==> src/rtl/fc_neuron_seq.sv <==
// Time-multiplexed fully-connected neuron: accumulates LANES signed products per beat
// and emits one optionally ReLU-clipped result per IN-element vector.
module fc_neuron_seq #(
  parameter int unsigned WIDTH   = 8,
  parameter int unsigned IN      = 128,
  parameter int unsigned LANES   = 4,
  parameter int unsigned RELU_EN = 1,
  localparam int unsigned ACC_W  = 2 * WIDTH + $clog2(IN)
) (
  input  logic                     clk,
  input  logic                     rst_n,
  input  logic                     in_valid,
  output logic                     in_ready,
  input  logic                     in_last,
  input  logic [LANES*WIDTH-1:0]   x,
  input  logic [LANES*WIDTH-1:0]   w,
  output logic                     out_valid,
  input  logic                     out_ready,
  output logic [ACC_W-1:0]         z,
  output logic                     err
);

  localparam int unsigned BEATS = IN / LANES;
  localparam int unsigned CNT_W = (BEATS > 1) ? $clog2(BEATS) : 1;
  localparam int unsigned PROD_W = 2 * WIDTH;

  typedef enum logic {
    ST_ACC = 1'b0,
    ST_OUT = 1'b1
  } state_t;

  state_t                  state;
  state_t                  state_nxt;
  logic signed [ACC_W-1:0] acc;
  logic [CNT_W-1:0]        beat_cnt;

  logic                    accept_c;
  logic                    last_beat_c;
  logic signed [ACC_W-1:0] psum_c;
  logic signed [ACC_W-1:0] sum_c;
  logic signed [ACC_W-1:0] result_c;

  // Sum of this beat's lane products, each sign-extended to the accumulator width.
  function automatic logic signed [ACC_W-1:0] lane_sum(
    input logic [LANES*WIDTH-1:0] xv,
    input logic [LANES*WIDTH-1:0] wv
  );
    logic signed [ACC_W-1:0]  s;
    logic signed [WIDTH-1:0]  xa;
    logic signed [WIDTH-1:0]  wa;
    logic signed [PROD_W-1:0] p;
    s = '0;
    for (int k = 0; k < int'(LANES); k++) begin
      xa = xv[k*WIDTH +: WIDTH];
      wa = wv[k*WIDTH +: WIDTH];
      p  = xa * wa;
      s  = s + ACC_W'(p);
    end
    return s;
  endfunction

  always_comb begin
    accept_c    = in_valid && (state == ST_ACC);
    last_beat_c = (beat_cnt == CNT_W'(BEATS - 1));
    psum_c      = lane_sum(x, w);
    sum_c       = acc + psum_c;
    result_c    = ((RELU_EN != 0) && (sum_c < 0)) ? '0 : sum_c;
  end

  // Next-state logic: the beat counter, not in_last, ends a vector.
  always_comb begin
    state_nxt = state;
    case (state)
      ST_ACC: if (accept_c && last_beat_c) state_nxt = ST_OUT;
      ST_OUT: if (out_ready) state_nxt = ST_ACC;
      default: state_nxt = ST_ACC;
    endcase
  end

  always_ff @(posedge clk) begin
    if (!rst_n) begin
      state     <= ST_ACC;
      acc       <= '0;
      beat_cnt  <= '0;
      z         <= '0;
      out_valid <= 1'b0;
      in_ready  <= 1'b1;
      err       <= 1'b0;
    end else begin
      state     <= state_nxt;
      in_ready  <= (state_nxt == ST_ACC);
      out_valid <= (state_nxt == ST_OUT);
      if (accept_c) begin
        if (last_beat_c) begin
          acc      <= '0;
          beat_cnt <= '0;
          z        <= result_c;
        end else begin
          acc      <= sum_c;
          beat_cnt <= beat_cnt + CNT_W'(1);
        end
        if (in_last != last_beat_c) err <= 1'b1;
      end
    end
  end

endmodule

==> config.mk <==
export PLATFORM = sky130hd
export DESIGN_NAME = fc_neuron_seq
export DESIGN_NICKNAME = d
export VERILOG_FILES = /design/src/rtl/fc_neuron_seq.sv
export SDC_FILE = /design/constraint.sdc
export NUM_CORES = 1
export LEC_CHECK = 0
export CAP_MARGIN = 25
export CORE_ASPECT_RATIO = 1.4
export CORE_MARGIN = 1
export CORE_UTILIZATION = 55
export CTS_BUF_LIST = sky130_fd_sc_hd__clkbuf_4
export CTS_CLUSTER_DIAMETER = 100
export DETAILED_ROUTE_END_ITERATION = 16
export DONT_BUFFER_PORTS = 1
export PLACE_DENSITY = 0.7
export SLEW_MARGIN = 20
export SYNTH_ARGS = -nofsm -noshare
export SYNTH_HDL_FRONTEND = slang
export SYNTH_SLANG_ARGS = --single-unit
==> constraint.sdc <==
create_clock -name clk -period 15.3 [get_ports clk]
set_clock_uncertainty 0.2 [all_clocks]
set_input_delay 3.06 -clock clk [delete_from_list [all_inputs] [get_ports clk]]
set_output_delay 3.06 -clock clk [all_outputs]
set_load 0.03 [all_outputs]
Yosys cells after proc, flatten, opt, wreduce, memory -nomap -nowiden
Cells that the tools add are included.
Widths: inputs -> output; s select.
Operators by class
  reduce and logical (&&, ||, !) cells: 4
  equal/unequal tests: 2
  add/subtract/negate cells: 5
  magnitude comparators: 1
  multipliers: 4
  bitwise gates (word level): 2
  muxes and demuxes: 6
Operators with widths (count)
  $mul 8x8->16: 4
  $mux 23: 2
  $add 23x19->23: 1
  $lt 23x1->1 const B: 1
  $add 18x16->19: 1
  $add 17x16->18: 1
  $add 16x16->17: 1
  $add 5x1->5 const B: 1
  $eq 5x5->1 const B: 1
  $mux 5: 1
  $reduce_and 2->1: 2
  $logic_and 1x1->1: 2
  $mux 1: 2
  $not 1->1: 2
  $pmux 1 s2: 1
  $ne 1x1->1: 1
Storage, ports and cells
  input bits: 69
  output and inout bits: 26
  logic and storage cells: 30
  bits in registers: 54

Depth between registers and ports, before layout
Gate-level depths: netlist (run 1).
  depth after elaboration: 7
  depth in mapped cells: 25

Worst setup path after synthesis (run 1)
Ideal clock, no wire load.
  path type: input-to-reg
  start point: in w[0]
  end point: reg z[15]
  arrival: 9769 ps
  required time: 15014 ps
  setup slack: 5245 ps
  stages: 25
  setup time: 86 ps
  cell sequence: nand2_1 -> inv_1 -> fa_1 -> inv_1 -> fa_1 -> inv_1 -> fa_1 -> inv_1 -> fa_1 -> fa_1 -> inv_1 -> fa_1 -> fa_1 -> inv_1 -> fa_1 -> inv_1 -> ha_1 -> buf_2 -> o21ai_0 -> a211o_1 -> a2111oi_2 -> a311oi_2 -> xnor2_2 -> buf_6 -> o31ai_4
Between the ends
  word-level cells in the longest chain between the ends: 7
Ends and longest elaborated chain
  from (decl): line 16  | input logic [LANES*WIDTH-1:0] w,
  $mul 8x8->16 (*): line 56  | p = xa * wa;
  $add 16x16->17 (*): line 57  | s = s + ACC_W'(p);
  $add 17x16->18 (*): line 57
  $add 18x16->19 (*): line 57
  $add 23x19->23 (*): line 66  | sum_c = acc + psum_c;
  $lt 23x1->1: line 67  | result_c = ((RELU_EN != 0) && (sum_c < 0)) ? '0 : sum_c;
  $mux 23 (*): line 67
  to (signal assigned): line 97  | z <= result_c;
  to (decl): line 19  | output logic [ACC_W-1:0] z,
Mark *: on every way between the ends. The rest lies on a longest branch, timed or not.
A chain may end at the register's enable or synchronous reset.

Worst setup path after layout (run 1)
  start point: in w[1]
  end point: reg z[9]
Same word-level chain as after synthesis.

==> out/metrics.cfg, run 1 <==
[critical_path]
critPathSlowestCell = fa_1
r2r_cells = 22
reg2reg_slack_ps = 7990
arrival_ps = 10320
path_cells = and2_1 > inv_1 > fa_1 > fa_1 > inv_1 > fa_1 > inv_1 > fa_1 > fa_1 > inv_1 > fa_1 > fa_1 > inv_1 > fa_1 > inv_1 > ha_1 > o21ai_0 > a211o_1 > a2111oi_2 > a311oi_2 > xnor2_2 > buf_6 > o31ai_1
cp.required_ps = 15370
max_stage_delay_ps = 560
cp_num_buf_inv = 7
r2r-end = z[9]$_SDFFE_PN0P_
end_kind = flip-flop
path_class = in -> reg
crit_family = adder cells
critPathMaxFanout = 15
cpMostUsedCell = fa_1
r2r_start = acc[9]$_SDFFE_PN0P_
start_kind = primary input

[die]
core-area_um2 = 26900
io-pin-count = 95
die_h_um = 198
initial_core_util_pct = 56.0
die_width_um = 142
rows = 71
die_area_um2 = 28100

[synthesis]
synth_area_um2 = 15100
async_flop_share_pct = 0
synth-edff-count = 0
yosysMostFrequentCell = inv_1
ys.flop_type = dfxtp_1
yosysSeqAreaShare_pct = 7.04
yosysWarningCount = 0
synth.top_cells.by_area = fa_1, inv_1, ha_1, dfxtp_1, and2_1
synth_top_area_cell = fa_1
ys_seq_elements = 53
synthCells = 1565
synth_cell_types = 53
yosysTopAreaCellShare_pct = 51.3
netlist_top_cells_count = inv_1, fa_1, nand2_1
avgSynthCellArea_um2 = 9.63
synth_nets = 2129

[place]
dp.cells = 1908
numPortBuffers = 0
hpwlAfterDp_mm = 29.7
place_area_um2 = 15400
gp_congestion = 0.859

[routing]
ant_nets = 0
drt_iter0_drc = 311
drc = 0
vias = 9904
dr.pass1.iters = 4
routed_wirelength_mm = 32.3
vias_per_cell = 5.16
wl_per_cell_um = 16.9

[timing]
tightestPinTransition_ps = 687
setup_viol = 0
fin_crit_sh_pct = 67.0
maxSlewViolCount = 0
finalHoldViolCount = 0
max_slew_margin_pct = 54.1
fin_tns_setup_ps = 0
fmax_mhz = 97.6
fin_crit_ps = 10250
grt_setup_unrepaired = no

[final_layout]
fin_nets = 2116
stdcell_count = 1919
postLayoutCoreUtil_pct = 57.7
drive_above_1_share_pct = 2.06
syn_to_final_growth_pct = 3.06
stdcell_area_um2 = 15500

[clock_tree]
clock_sinks = 53
cts_tree = built
clk_pin_slew_ps = 150
clkLatencyLatePin_ps = 410
htree_levels = 2
ctsHoldBuffers = 0
cts_resized = 0
cts_made_buffers = 5
root_buffer = clkbuf_4
post_cts_buffers = 0
cts_buffer_depth = 2

[hold_path]
hold_path.startpoint = acc[14]$_SDFFE_PN0P_
worst_hold_path_type = reg -> reg
hold_path_end = acc[14]$_SDFFE_PN0P_
hold-path-cell-count = 2

[global_route]
grt_util_all_layers_pct = 25.8
grt_max_degree = 36
grt_overflow = 0
grt_antenna_before_repair = 1
grt_pass1_wl_mm = 56.0
grt_pass1_vias = 11300

[run_status]
status = complete, no violations

[flow_run]
drv_cap = 0

## worst register-to-register path: cells and delay by family, from the launching register on
| kind | cells | cell delay (ps) |
|---|---|---|
| buffers and inverters | 7 | 590 |
| AOI/OAI and AO/OA | 5 | 1140 |
| adders and majority gates | 9 | 4430 |
| DFF | 1 | 380 |
| xor gates and xnor gates | 1 | 450 |
## final cells by class
class	count	area (um2)
Clock buffer	5	37.5
Tap cell	365	457
Timing Repair Buffer	6	56.3
Sequential cell	53	1060
Inverter	440	1650
Clock inverter	3	25.0
Multi-Input combinational cell	1046	12200
Antenna cell	1	2.50
Fill cell	2388	11400
## worst max path at each step
| stage | from | end | slack [ps] | depth (start not counted) |
|---|---|---|---|---|
| floorplan | w[0] | z[15]$_SDFFE_PN0P_ | 5250 | 25 |
| global placement | w[0] | z[18]$_SDFFE_PN0P_ | 4200 | 23 |
| detailed placement | x[7] | z[8]$_SDFFE_PN0P_ | 4450 | 24 |
| CTS | x[7] | z[9]$_SDFFE_PN0P_ | 4880 | 24 |
| global route | w[1] | z[9]$_SDFFE_PN0P_ | 4720 | 23 |
| finish | w[1] | z[9]$_SDFFE_PN0P_ | 5050 | 23 |
## placed cells by master (no fill, tap or decap), drive strengths merged, types with 19 or more instances in the layout
cell   netlist  final
a21oi       36     36
and2       132    132
dfxtp       53     53
fa         386    386
ha         109    109
inv        440    441
nand2      155    155
nor2        27     27
nor2b       24     24
o21ai       26     26
xnor2       19     19
## logic make-up after synthesis
logic type	after synthesis	share of synthesized area, %
AO/OA/AOI/OAI	121	5.61
XOR/XNOR	24	1.45
adder cells (fa/ha/maj)	495	60.3
buffers and inverters	466	11.7
flip-flops	53	7.04
multiplexers	3	0.216
other	1	0.0249
AND/OR/NAND/NOR	402	13.6
## per-layer routing
metal	GRT usage [%]	vias up	routed length, um
met5	0	-	0
met3	4.11	38	1780
li1	-	4560	-
met4	5.58	0	601
met2	48.0	192	17300
met1	31.0	5114	12600
## through the flow
stage          setup WS [ps]  hold WS, ps
2_1_floorplan           5250          232
3_3_place_gp            4200          243
3_5_place_dp            4450          246
4_1_cts                 4880          266
5_1_grt                 4720          290
6_report                5050          267
## state kept, by name, summed over array words and instances (netlist names)
signal	flops
acc	23
beat_cnt	5
err	1
in_ready	1
state	1
z	22
Power of run 1 is not shown: default switching activity piles up to over one toggle a cycle in this logic, so the estimate is an artifact.
==> run 2: changes to the inputs <==
- clock period: 15.3 -> 10.4 ns (I/O delays scaled with it)
==> out/metrics.cfg, run 2 (synthesis gave the netlist of run 1 again) <==
[critical_path]
cp.required_ps = 10510
end_kind = flip-flop
critPathSlowestCell = fa_1
critPathMaxFanout = 23
cpMostUsedCell = fa_1
arrival_ps = 9170
path_cells = and2_1 > inv_1 > fa_1 > fa_1 > inv_1 > fa_1 > inv_1 > fa_1 > fa_1 > inv_1 > fa_1 > fa_1 > inv_1 > fa_1 > inv_1 > ha_1 > o21ai_0 > a211o_1 > a2111oi_2 > a311oi_2 > xnor2_2 > buf_4 > o31ai_1
path_class = in -> reg
start_kind = primary input
r2r_cells = 22
r2r-end = z[9]$_SDFFE_PN0P_
max_stage_delay_ps = 560
r2r_start = acc[5]$_SDFFE_PN0P_
reg2reg_slack_ps = 3170

[global_route]
grt_max_degree = 36
grt_overflow = 0
grt_antenna_before_repair = 1
grt_pass1_vias = 11400
grt_pass1_wl_mm = 55.7
grt_util_all_layers_pct = 25.4

[routing]
wl_per_cell_um = 16.8
routed_wirelength_mm = 32.2
vias = 9867
vias_per_cell = 5.14
drc = 0
drt_iter0_drc = 340
dr.pass1.iters = 4
ant_nets = 0

[clock_tree]
htree_levels = 2
clkLatencyLatePin_ps = 400
root_buffer = clkbuf_4
cts_made_buffers = 5
post_cts_buffers = 0
clk_pin_slew_ps = 160
cts_tree = built
cts_resized = 0
ctsHoldBuffers = 0
cts_buffer_depth = 2
clock_sinks = 53

[place]
gp_congestion = 0.867
numPortBuffers = 0
hpwlAfterDp_mm = 30.0

[timing]
grt_setup_unrepaired = no
max_slew_margin_pct = 53.4
fmax_mhz = 110
fin_crit_ps = 9070
setup_viol = 0
fin_tns_setup_ps = 0
maxSlewViolCount = 0
fin_crit_sh_pct = 87.2
finalHoldViolCount = 0
tightestPinTransition_ps = 698

[final_layout]
final_cell_mix = inv_1, fa_1, nand2_1
fin_nets = 2117
reg_top3 = acc x23, z x22, beat_cnt x5
final_common_cell = inv_1
drive_above_1_share_pct = 2.12
largest_reg_flops = 23
syn_to_final_growth_pct = 3.05
regMostFlops = acc

[die]
core-area_um2 = 26900
die_area_um2 = 28100
rows = 71
die_width_um = 142
io-pin-count = 95
initial_core_util_pct = 56.0
die_h_um = 198

[flow_run]
drv_cap = 0

[hold_path]
hold_path_end = acc[14]$_SDFFE_PN0P_
worst_hold_path_type = reg -> reg
hold_path.startpoint = acc[14]$_SDFFE_PN0P_
hold-path-cell-count = 2

[run_status]
status = complete, no violations

[run 2: changes by cell type in the layout (fill, tap and decap cells not counted), sizes merged]
cell | before | now
buf | 6 | 7
clkinv | 1 | 0
clkinvlp | 1 | 2
[run 2: worst max-delay path, delay by kind of cell]
kind	cells	cell delay, ps
xor gates and xnor gates	1	160
buffers and inverters	7	990
AOI/OAI and AO/OA	5	1310
and+or+nand+nor	1	150
adders and majority gates	9	4470
[run 2: final cells by class]
| cell class | instances | area, um2 |
|---|---|---|
| diodes | 1 | 2.50 |
| clock buffers | 5 | 37.5 |
| clock inverters | 3 | 26.3 |
| fillers | 2398 | 11400 |
| inverters | 440 | 1650 |
| multi-input cells | 1046 | 12200 |
| flip-flops and latches | 53 | 1060 |
| well taps | 365 | 457 |
| repair buffers | 7 | 52.6 |
[run 2: how the worst max path moves through the flow]
| stage | start | cells after the start | slack (ps) | end |
|---|---|---|---|---|
| after floorplan | w[0] | 25 | 1330 | z[15]$_SDFFE_PN0P_ |
| after global placement | w[1] | 23 | 990 | acc[22]$_SDFFE_PN0P_ |
| after detailed placement | w[1] | 23 | 900 | acc[22]$_SDFFE_PN0P_ |
| after CTS | w[1] | 23 | 1330 | acc[22]$_SDFFE_PN0P_ |
| after global routing | w[1] | 23 | 990 | z[16]$_SDFFE_PN0P_ |
| final | w[1] | 23 | 1330 | z[9]$_SDFFE_PN0P_ |
[run 2: per-layer routing]
layer	wire length, um	GRT usage (%)
met5	0	0
met4	428	4.54
met3	1810	3.22
met2	17500	48.6
met1	12400	30.6
[run 2: per-stage QoR]
step | hold WS, ps | worst slack, ps | area, um2 | utilization (%) | cells
2_1_floorplan | 232 | 1330 | 15100 | - | 1565
3_3_place_gp | 241 | 995 | 15400 | 57.4 | 1910
6_report | 266 | 1330 | 15500 | 57.7 | 1920
5_1_grt | 294 | 985 | 15500 | 57.7 | 1920
3_5_place_dp | 244 | 901 | 15400 | 57.4 | 1910
4_1_cts | 264 | 1330 | 15500 | 57.6 | 1918
Power of run 2 is left out for the same reason.
